[src/rtl/stdp_sched_if.sv]
// Handshake bundle between the timestep controller, the STDP scheduler and the STDP engine.
// The master drives the i_* side; the scheduler (slave) drives the o_* side.
interface stdp_sched_if #(
  parameter int NUM_POST = 18,
  parameter int NUM_PRE  = 24
);
  logic                i_learn_en;
  logic                i_step;
  logic [NUM_POST-1:0] i_post_spike;
  logic [NUM_PRE-1:0]  i_pre_spike;
  logic                i_stdp_done;
  logic                i_clr_err;
  logic                o_stdp_run;
  logic                o_stdp_sub;
  logic [NUM_POST-1:0] o_post_spike;
  logic [NUM_PRE-1:0]  o_pre_spike;
  logic                o_trace_hold;
  logic                o_busy;
  logic                o_step_done;
  logic [15:0]         o_run_cnt;
  logic [15:0]         o_skip_cnt;
  logic                o_timeout_err;
  logic                o_overrun;

  modport master (
    output i_learn_en, i_step, i_post_spike, i_pre_spike, i_stdp_done, i_clr_err,
    input  o_stdp_run, o_stdp_sub, o_post_spike, o_pre_spike, o_trace_hold, o_busy,
           o_step_done, o_run_cnt, o_skip_cnt, o_timeout_err, o_overrun
  );

  modport slave (
    input  i_learn_en, i_step, i_post_spike, i_pre_spike, i_stdp_done, i_clr_err,
    output o_stdp_run, o_stdp_sub, o_post_spike, o_pre_spike, o_trace_hold, o_busy,
           o_step_done, o_run_cnt, o_skip_cnt, o_timeout_err, o_overrun
  );
endinterface

[src/rtl/stdp_sched.sv]
// Per-timestep STDP scheduler: latches spikes on i_step, decides run/skip, pulses the engine, waits for done.
// Latency: run at step+2, step_done at step+2 (skip) or done+1 / first WAIT+TIMEOUT; steps while busy are dropped.
module stdp_sched #(
  parameter int SUB_PERIOD = 16,
  parameter int TIMEOUT    = 1023,
  parameter int NUM_POST   = 18,
  parameter int NUM_PRE    = 24
) (
  input  logic         clk,
  input  logic         reset,
  stdp_sched_if.slave  bus
);

  localparam logic [2:0] S_IDLE   = 3'd0;
  localparam logic [2:0] S_DECIDE = 3'd1;
  localparam logic [2:0] S_RUN    = 3'd2;
  localparam logic [2:0] S_WAIT   = 3'd3;
  localparam logic [2:0] S_FINISH = 3'd4;

  localparam logic [15:0] SUB_LAST = 16'(SUB_PERIOD - 1);
  localparam logic [15:0] TMO_LAST = 16'(TIMEOUT - 1);
  localparam logic [15:0] CNT_MAX  = 16'hFFFF;

  logic [2:0]          state_q,    state_d;
  logic [NUM_POST-1:0] post_q,     post_d;
  logic [NUM_PRE-1:0]  pre_q,      pre_d;
  logic                learn_en_q, learn_en_d;
  logic                sub_due_q,  sub_due_d;
  logic                sub_q,      sub_d;
  logic [15:0]         sub_cnt_q,  sub_cnt_d;
  logic [15:0]         timer_q,    timer_d;
  logic [15:0]         run_cnt_q,  run_cnt_d;
  logic [15:0]         skip_cnt_q, skip_cnt_d;
  logic                tmo_err_q,  tmo_err_d;
  logic                overrun_q,  overrun_d;
  logic                tmo_set;
  logic                overrun_set;

  always_comb begin
    state_d    = state_q;
    post_d     = post_q;
    pre_d      = pre_q;
    learn_en_d = learn_en_q;
    sub_due_d  = sub_due_q;
    sub_d      = sub_q;
    sub_cnt_d  = sub_cnt_q;
    timer_d    = timer_q;
    run_cnt_d  = run_cnt_q;
    skip_cnt_d = skip_cnt_q;
    tmo_set    = 1'b0;

    case (state_q)
      S_IDLE: begin
        if (bus.i_step) begin
          post_d     = bus.i_post_spike;
          pre_d      = bus.i_pre_spike;
          learn_en_d = bus.i_learn_en;
          sub_due_d  = (sub_cnt_q == SUB_LAST);
          state_d    = S_DECIDE;
        end
      end
      S_DECIDE: begin
        // A due decrement pass forces a run even with no spikes.
        if (learn_en_q && ((|post_q) || (|pre_q) || sub_due_q)) begin
          sub_d   = sub_due_q;
          state_d = S_RUN;
        end else begin
          if (skip_cnt_q != CNT_MAX) skip_cnt_d = skip_cnt_q + 16'd1;
          state_d = S_FINISH;
        end
      end
      S_RUN: begin
        if (run_cnt_q != CNT_MAX) run_cnt_d = run_cnt_q + 16'd1;
        timer_d = 16'd0;
        state_d = S_WAIT;
      end
      S_WAIT: begin
        timer_d = timer_q + 16'd1;
        if (bus.i_stdp_done) begin
          sub_d   = 1'b0;
          state_d = S_FINISH;
        end else if (timer_q == TMO_LAST) begin
          tmo_set = 1'b1;
          sub_d   = 1'b0;
          state_d = S_FINISH;
        end
      end
      S_FINISH: begin
        if (learn_en_q) sub_cnt_d = sub_due_q ? 16'd0 : sub_cnt_q + 16'd1;
        sub_d   = 1'b0;
        state_d = S_IDLE;
      end
      default: begin
        state_d = S_IDLE;
      end
    endcase

    overrun_set = bus.i_step && (state_q != S_IDLE);
    // A new error event beats a simultaneous clear.
    tmo_err_d = tmo_set     ? 1'b1 : (bus.i_clr_err ? 1'b0 : tmo_err_q);
    overrun_d = overrun_set ? 1'b1 : (bus.i_clr_err ? 1'b0 : overrun_q);
  end

  always_ff @(posedge clk) begin
    if (reset) begin
      state_q    <= S_IDLE;
      post_q     <= '0;
      pre_q      <= '0;
      learn_en_q <= 1'b0;
      sub_due_q  <= 1'b0;
      sub_q      <= 1'b0;
      sub_cnt_q  <= 16'd0;
      timer_q    <= 16'd0;
      run_cnt_q  <= 16'd0;
      skip_cnt_q <= 16'd0;
      tmo_err_q  <= 1'b0;
      overrun_q  <= 1'b0;
    end else begin
      state_q    <= state_d;
      post_q     <= post_d;
      pre_q      <= pre_d;
      learn_en_q <= learn_en_d;
      sub_due_q  <= sub_due_d;
      sub_q      <= sub_d;
      sub_cnt_q  <= sub_cnt_d;
      timer_q    <= timer_d;
      run_cnt_q  <= run_cnt_d;
      skip_cnt_q <= skip_cnt_d;
      tmo_err_q  <= tmo_err_d;
      overrun_q  <= overrun_d;
    end
  end

  assign bus.o_stdp_run    = (state_q == S_RUN);
  assign bus.o_stdp_sub    = sub_q;
  assign bus.o_post_spike  = post_q;
  assign bus.o_pre_spike   = pre_q;
  assign bus.o_trace_hold  = (state_q == S_RUN) || (state_q == S_WAIT);
  assign bus.o_busy        = (state_q != S_IDLE);
  assign bus.o_step_done   = (state_q == S_FINISH);
  assign bus.o_run_cnt     = run_cnt_q;
  assign bus.o_skip_cnt    = skip_cnt_q;
  assign bus.o_timeout_err = tmo_err_q;
  assign bus.o_overrun     = overrun_q;

endmodule
[src/flat_wrapper.sv]
// flat-port wrapper written by rule: the top's interface ports become plain ports
module stdp_sched_flat 
#(
  parameter int SUB_PERIOD = 16,
  parameter int TIMEOUT    = 1023,
  parameter int NUM_POST   = 18,
  parameter int NUM_PRE    = 24
)
  (clk, reset, bus_i_learn_en, bus_i_step, bus_i_post_spike, bus_i_pre_spike, bus_i_stdp_done, bus_i_clr_err, bus_o_stdp_run, bus_o_stdp_sub, bus_o_post_spike, bus_o_pre_spike, bus_o_trace_hold, bus_o_busy, bus_o_step_done, bus_o_run_cnt, bus_o_skip_cnt, bus_o_timeout_err, bus_o_overrun);
  stdp_sched_if #(.NUM_POST(NUM_POST), .NUM_PRE(NUM_PRE)) bus_i ();
  input  logic clk;
  input  logic reset;
  input wire logic [$bits(bus_i.i_learn_en)-1:0] bus_i_learn_en;
  input wire logic [$bits(bus_i.i_step)-1:0] bus_i_step;
  input wire logic [$bits(bus_i.i_post_spike)-1:0] bus_i_post_spike;
  input wire logic [$bits(bus_i.i_pre_spike)-1:0] bus_i_pre_spike;
  input wire logic [$bits(bus_i.i_stdp_done)-1:0] bus_i_stdp_done;
  input wire logic [$bits(bus_i.i_clr_err)-1:0] bus_i_clr_err;
  output wire logic [$bits(bus_i.o_stdp_run)-1:0] bus_o_stdp_run;
  output wire logic [$bits(bus_i.o_stdp_sub)-1:0] bus_o_stdp_sub;
  output wire logic [$bits(bus_i.o_post_spike)-1:0] bus_o_post_spike;
  output wire logic [$bits(bus_i.o_pre_spike)-1:0] bus_o_pre_spike;
  output wire logic [$bits(bus_i.o_trace_hold)-1:0] bus_o_trace_hold;
  output wire logic [$bits(bus_i.o_busy)-1:0] bus_o_busy;
  output wire logic [$bits(bus_i.o_step_done)-1:0] bus_o_step_done;
  output wire logic [$bits(bus_i.o_run_cnt)-1:0] bus_o_run_cnt;
  output wire logic [$bits(bus_i.o_skip_cnt)-1:0] bus_o_skip_cnt;
  output wire logic [$bits(bus_i.o_timeout_err)-1:0] bus_o_timeout_err;
  output wire logic [$bits(bus_i.o_overrun)-1:0] bus_o_overrun;
  assign bus_i.i_learn_en = bus_i_learn_en;
  assign bus_i.i_step = bus_i_step;
  assign bus_i.i_post_spike = bus_i_post_spike;
  assign bus_i.i_pre_spike = bus_i_pre_spike;
  assign bus_i.i_stdp_done = bus_i_stdp_done;
  assign bus_i.i_clr_err = bus_i_clr_err;
  assign bus_o_stdp_run = bus_i.o_stdp_run;
  assign bus_o_stdp_sub = bus_i.o_stdp_sub;
  assign bus_o_post_spike = bus_i.o_post_spike;
  assign bus_o_pre_spike = bus_i.o_pre_spike;
  assign bus_o_trace_hold = bus_i.o_trace_hold;
  assign bus_o_busy = bus_i.o_busy;
  assign bus_o_step_done = bus_i.o_step_done;
  assign bus_o_run_cnt = bus_i.o_run_cnt;
  assign bus_o_skip_cnt = bus_i.o_skip_cnt;
  assign bus_o_timeout_err = bus_i.o_timeout_err;
  assign bus_o_overrun = bus_i.o_overrun;
  stdp_sched #(.SUB_PERIOD(SUB_PERIOD), .TIMEOUT(TIMEOUT), .NUM_POST(NUM_POST), .NUM_PRE(NUM_PRE)) u_core (.clk(clk), .reset(reset), .bus(bus_i));
endmodule
[config.mk]
export PLATFORM = sky130hd
export DESIGN_NAME = stdp_sched_flat
export DESIGN_NICKNAME = d
export VERILOG_FILES = /design/src/rtl/stdp_sched_if.sv /design/src/rtl/stdp_sched.sv /design/src/flat_wrapper.sv
export SDC_FILE = /design/constraint.sdc
export NUM_CORES = 1
export LEC_CHECK = 0
export BUFFER_PORTS_ARGS = -buffer_cell sky130_fd_sc_hd__buf_2
export CORE_ASPECT_RATIO = 2
export CORE_UTILIZATION = 49
export CTS_BUF_LIST = sky130_fd_sc_hd__clkbuf_4
export CTS_CLUSTER_DIAMETER = 200
export DETAILED_ROUTE_END_ITERATION = 10
export HOLD_SLACK_MARGIN = 0.15
export PLACE_DENSITY_LB_ADDON = 0.1
export SYNTH_ARGS = -nofsm -noshare
export SYNTH_HDL_FRONTEND = slang
export SYNTH_SLANG_ARGS = --single-unit
[constraint.sdc]
create_clock -name clk -period 2.1 [get_ports clk]
set_clock_uncertainty 0.2 [all_clocks]
set_input_delay 0 -clock clk [delete_from_list [all_inputs] [get_ports clk]]
set_output_delay 0 -clock clk [all_outputs]
set_load 0.01 [all_outputs]
# --- Word level (Yosys, flattened, before mapping) ---
# Index checks and enable logic that the tools add are counted.
classes:
  n_bitwise: 1
  mux: 17
  reduce_logical: 19
  mul: 0
  n_eq_ne: 11
  order_cmp: 0
  n_shift: 0
  addsub: 4
  div_mod_pow: 0
ops:
  columns: ["operator", "n"]
  rows:
  - ["16-bit by 1-bit adder with 16-bit output (second input constant)", 4]
  - ["16-bit inequality test (second input constant)", 2]
  - ["16-bit one-hot mux with 2 select lines", 1]
  - ["24-bit OR reduction", 1]
  - ["18-bit OR reduction", 1]
  - ["16-bit by 10-bit equality test with 1-bit output (second input constant)", 1]
  - ["16-bit by 4-bit equality test with 1-bit output (second input constant)", 1]
  - ["16-bit two-way mux", 1]
  - ["3-bit two-way mux", 4]
  - ["3-bit one-hot mux with 4 select lines", 1]
  - ["1-bit two-way mux", 9]
  - ["2-bit AND reduction", 4]
  - ["3-bit by 2-bit equality test with 1-bit output (second input constant)", 2]
  - ["3-bit AND reduction", 2]
  - ["2-bit nonzero test", 3]
  - ["3-bit nonzero test", 2]
  - ["3-bit by 1-bit equality test with 1-bit output (second input constant)", 1]
  - ["3-bit equality test (second input constant)", 1]
  - ["3-bit zero test", 1]
  - ["1-bit logical OR", 3]
  - ["3-bit by 2-bit inequality test with 1-bit output (second input constant)", 1]
  - ["1-bit one-hot mux with 3 select lines", 1]
  - ["1-bit logical AND", 2]
  - ["2-bit by 1-bit inequality test with 1-bit output (second input constant)", 1]
  - ["2 further kinds", 2]
totals:
  ram_bits: 0
  in_bits: 48
  wordCells: 64
  rom_bits: 0
  regBits: 114
  latchBits: 0
  memories: 0
  output_inout_bits: 81

# --- Longest topological paths before layout ---
logic_depth:
  word_depth: 6
  ltp_mapped: 8
  mapped_depth_nobuf: 8

# --- Worst setup path before layout ---
# OpenSTA, ideal clock, no wires.
synth_timing:
  path_kind: "reg2reg"
  from: "register u_core.post_q[4] (netlist: u_core.bus.o_post_spike[4])"
  to: "register u_core.skip_cnt_q[11] (netlist: u_core.bus.o_skip_cnt[11])"
  setup_slack_ns: -0.084
  setup_time_ns: 0.121
  t_required_ns: 1.779
  path_stages_with_launch: 7
  arrival_time_ns: 1.863
  synth_period_minus_slack_ns: 2.184
  n_path_buf: 0
  cell_sequence: "dfxtp_1 nor4_1 nand4_1 o31ai_4 nand3_4 nor3_1 mux2_2"
synth_between:
  elab_chain_len: 6
synth_rtl:
  columns: ["element", "line_no", "text"]
  rows:
  - ["start, declared", "stdp_sched.sv:25", "logic [NUM_POST-1:0] post_q, post_d;"]
  - ["start signal, assigned", "stdp_sched.sv:120", "post_q <= post_d;"]
  - ["18-bit OR reduction", "stdp_sched.sv:64", "if (learn_en_q && ((|post_q) || (|pre_q) || sub_due_q)) begin"]
  - ["1-bit logical OR (2 in series)", "stdp_sched.sv:64", null]
  - ["1-bit logical AND", "stdp_sched.sv:64", null]
  - ["1-bit NOT (no line)", null, null]
  - ["3-bit AND reduction (no line)", null, null]
  - ["end signal, assigned", "stdp_sched.sv:128", "skip_cnt_q <= skip_cnt_d;"]
  - ["end, declared", "stdp_sched.sv:33", "logic [15:0] skip_cnt_q, skip_cnt_d;"]
# Every way passes these cells.
# A chain may end at the register's enable or synchronous reset.

# --- Worst setup path after layout ---
layout_timing:
  from: "register u_core.pre_q[1] (netlist: u_core.bus.o_pre_spike[1])"
  to: "register u_core.skip_cnt_q[5] (netlist: u_core.bus.o_skip_cnt[5])"
layout_between:
  elab_chain_len: 6
layout_rtl:
  columns: ["element", "line_no", "text"]
  rows:
  - ["start, declared", "stdp_sched.sv:26", "logic [NUM_PRE-1:0] pre_q, pre_d;"]
  - ["start signal, assigned", "stdp_sched.sv:121", "pre_q <= pre_d;"]
  - ["24-bit OR reduction", "stdp_sched.sv:64", null]
  - ["1-bit logical OR (2 in series)", "stdp_sched.sv:64", null]
  - ["1-bit logical AND", "stdp_sched.sv:64", null]
  - ["1-bit NOT (no line)", null, null]
  - ["3-bit AND reduction (no line)", null, null]
# Every way passes these cells.

==> out/metrics.yaml <==
grt:
  grt_start_max_net_pins: 45
  grt_antenna_before_repair: 2
  gr-total-overflow: 0
  grt_use_total_pct: 35.3
  grt_pass1_vias: 5946
  grt_pass1_wl_mm: 28.2
finish:
  area_growth_pct: 58.7
  final_common_cell: "buf_2"
  fin_cells: 1051
  drive_above_1_share_pct: 32.2
  final_nets: 957
  mostFrequentLayoutCells: "buf_2, nand2_1, dfxtp_1"
synthesis:
  syn_area_mm2: 0.00491
  synth_nets: 658
  ys_ff_latch: 114
  synth.distinct_cells: 46
  syn_avg_cell_area_um2: 8.12
  async_flop_share_pct: 0
  synthFlopType: "dfxtp_1"
  yosys_warnings: 0
  syn_inst: 605
  synth_seq_area_share_pct: 46.5
  synth_edf_count: 0
cts:
  cts_root_buffer: "clkbuf_4"
  clk_latency_ps: 540
  ctsLongestPathBuffers: 2
  htreeDepth: 4
  cts_tree: "done"
  clk_pin_slew_worst_paths_ps: 130
  cts_inserted_buffers: 17
  cts.sinks: 114
floorplan:
  rows: 51
  die_x_um: 72.8
  ioPinCount: 129
  die_h_um: 144
  start_util_pct: 50.3
  core_mm2: 0.00976
  die-area_mm2: 0.0105
worst_setup_path:
  start_kind: "flop"
  required_ps: 2350
  timing.critical_path.fanout_max: 7
  r2r_start: "u_core.bus.o_pre_spike[1]"
  cp_slowest_cell: "nor4_4"
  cp_top_family: "simple AND/OR/NAND/NOR gates"
  crit_chain: "nor4_4 -> nand3_2 -> o31ai_4 -> buf_6 -> nand3_4 -> or3_4 -> a21oi_2"
  worstRegToRegCells: 7
  end_kind: "flop"
  critPathBufInv: 1
  rr_endpoint: "u_core.bus.o_skip_cnt[5]"
  path_class: "reg -> reg"
  rrSetupSlack_ps: -530
  crit_path_max_incr_delay_ps: 530
  worstPathArrival_ps: 2880
timing:
  setup_violations: 19
  slew_violations: 0
  relSlewSlack_pct: 61.9
  worst_slack_ps: -530
  finalHoldViolCount: 0
  post-route-period-util_pct: 125
  fmax_mhz: 380
  rsz0062_at_grt: "yes"
  worst_pin_slew_ps: 571
  fin_crit_ps: 2630
pwr:
  power_density_mw_per_mm2: 661
  p_leak_nw: 3.34
  irDropWorstVdd_mv: 0.840
  power_mw: 5.15
flow_run:
  cap_violations: 0
drt:
  drt_iter0_drc: 469
  vias_per_cell: 5.72
  drcViolationCount: 0
  ant_nets: 0
  postRouteWirelength_mm: 19.4
  dr.pass1.iters: 9
  vias: 6013
  wire_per_inst_um: 18.4
run_status:
  status: "complete, but fails checks"
  failed_checks: "negative setup slack"
min_path:
  hold_start: "bus_i_step"
  hold_end: "u_core.state_q[0]"
  holdPathStages: 4
  min_path_type: "in -> reg"
placement:
  dpl.hpwl_mm: 9.70
  port_buffers: 128
  gp_congestion: 0.881
  dpl.cell_count: 915
[repair_timing]
action	in CTS	in global routing
hold endpoints to repair	113	0
resized for setup	13	31
hold buffers	94	0
pin swaps	10	11
setup endpoints to repair	17	27
setup buffers	5	4
[sequential cells by signal, summed over array words and instances, names as in the netlist]
name,cells
u_core.bus.o_overrun,1
u_core.bus.o_post_spike,18
u_core.bus.o_pre_spike,24
u_core.bus.o_run_cnt,16
u_core.bus.o_skip_cnt,16
u_core.bus.o_stdp_sub,1
u_core.bus.o_timeout_err,1
u_core.learn_en_q,1
u_core.state_q,3
u_core.sub_cnt_q,16
u_core.sub_due_q,1
u_core.timer_q,16
[power by group]
part           internal [mW]  leakage (nW)  switching, mW  total, mW
registers               2.22         0.930         0.0697       2.29
clock network           1.19         0.180          0.910       2.10
logic                  0.373          2.23          0.382      0.754
[layer usage]
layer | track usage [%] | vias to the layer above | share of wire, %
met5 | 0 | - | 0
met4 | 24.9 | 0 | 8.9
met3 | 9.75 | 148 | 7.5
met2 | 62.9 | 361 | 51
met1 | 34.1 | 2787 | 33
li1 | - | 2717 | -
[tightest hold or removal path, stage by stage]
cell and delay (ps):
dlygate4sd3_1 530, buf_2 150, o21ai_0 90, a21oi_1 130
[synthesized netlist by cell type (5+ instances only)]
cell type  instances  share of area (%)
nor3_1             7               0.71
a21oi_1           65                6.6
nand4_1           26                3.3
clkbuf_1          24                1.8
xnor2_1            9                1.6
dfxtp_1          114                 46
nand3_1           25                2.5
or3_1              8                1.0
o21ai_0           14                1.4
nor2_1            68                5.2
a311oi_1           5               0.89
xor2_1            26                4.6
mux2_2             5                1.1
nand2_1          120                9.2
and3_1            10                1.3
ha_1               5                1.3
nor4_1            16                2.0
inv_1              9               0.69
[logic make-up (layout without fill, tap and decap cells)]
family | count (synthesis) | in the layout | synth area share [%]
fa+ha+maj | 5 | 5 | 1.27
simple gates | 305 | 305 | 29.3
xor+xnor | 35 | 35 | 6.24
compound gates | 102 | 102 | 12.1
buf+inv | 36 | 348 | 2.80
other cells | 0 | 2 | 0
flops | 114 | 114 | 46.5
mux | 8 | 8 | 1.76
[cell type report]
cell class	instances	area, um^2
Fill cell	621	1970
Clock inverter	14	236
Clock buffer	18	135
Multi-Input combinational cell	455	2680
Inverter	10	38.8
Tap cell	132	165
Antenna cell	2	5.00
Timing Repair Buffer	306	2240
Sequential cell	114	2290
[how the worst max path moves through the flow]
| stage | from | end | slack [ps] | depth (start not counted) |
|---|---|---|---|---|
| after CTS | u_core.bus.o_pre_spike[23] | u_core.bus.o_skip_cnt[11] | -120 | 8 |
| after detailed placement | u_core.bus.o_pre_spike[0] | u_core.bus.o_skip_cnt[11] | -230 | 6 |
| after floorplan | u_core.bus.o_post_spike[12] | u_core.bus.o_skip_cnt[11] | -40 | 6 |
| final | u_core.bus.o_pre_spike[1] | u_core.bus.o_skip_cnt[5] | -530 | 7 |
| after global routing | u_core.bus.o_pre_spike[1] | u_core.bus.o_skip_cnt[5] | -600 | 7 |
| after global placement | u_core.bus.o_pre_spike[0] | u_core.bus.o_skip_cnt[11] | -220 | 6 |
[per-stage QoR]
stage	utilization (%)	hold slack [ps]	TNS, ps	cell area (um^2)	setup slack, ps
final	79.8	218	-7630	7790	-530
after global routing	79.8	262	-9270	7790	-604
after CTS	77.9	163	-493	7610	-117
after detailed placement	63.7	41.1	-1980	6210	-234
after global placement	63.7	33.0	-1610	6210	-216
after floorplan	-	-71.6	-72.2	4930	-38.9
Note: power is estimated with default switching activity, not from simulation.
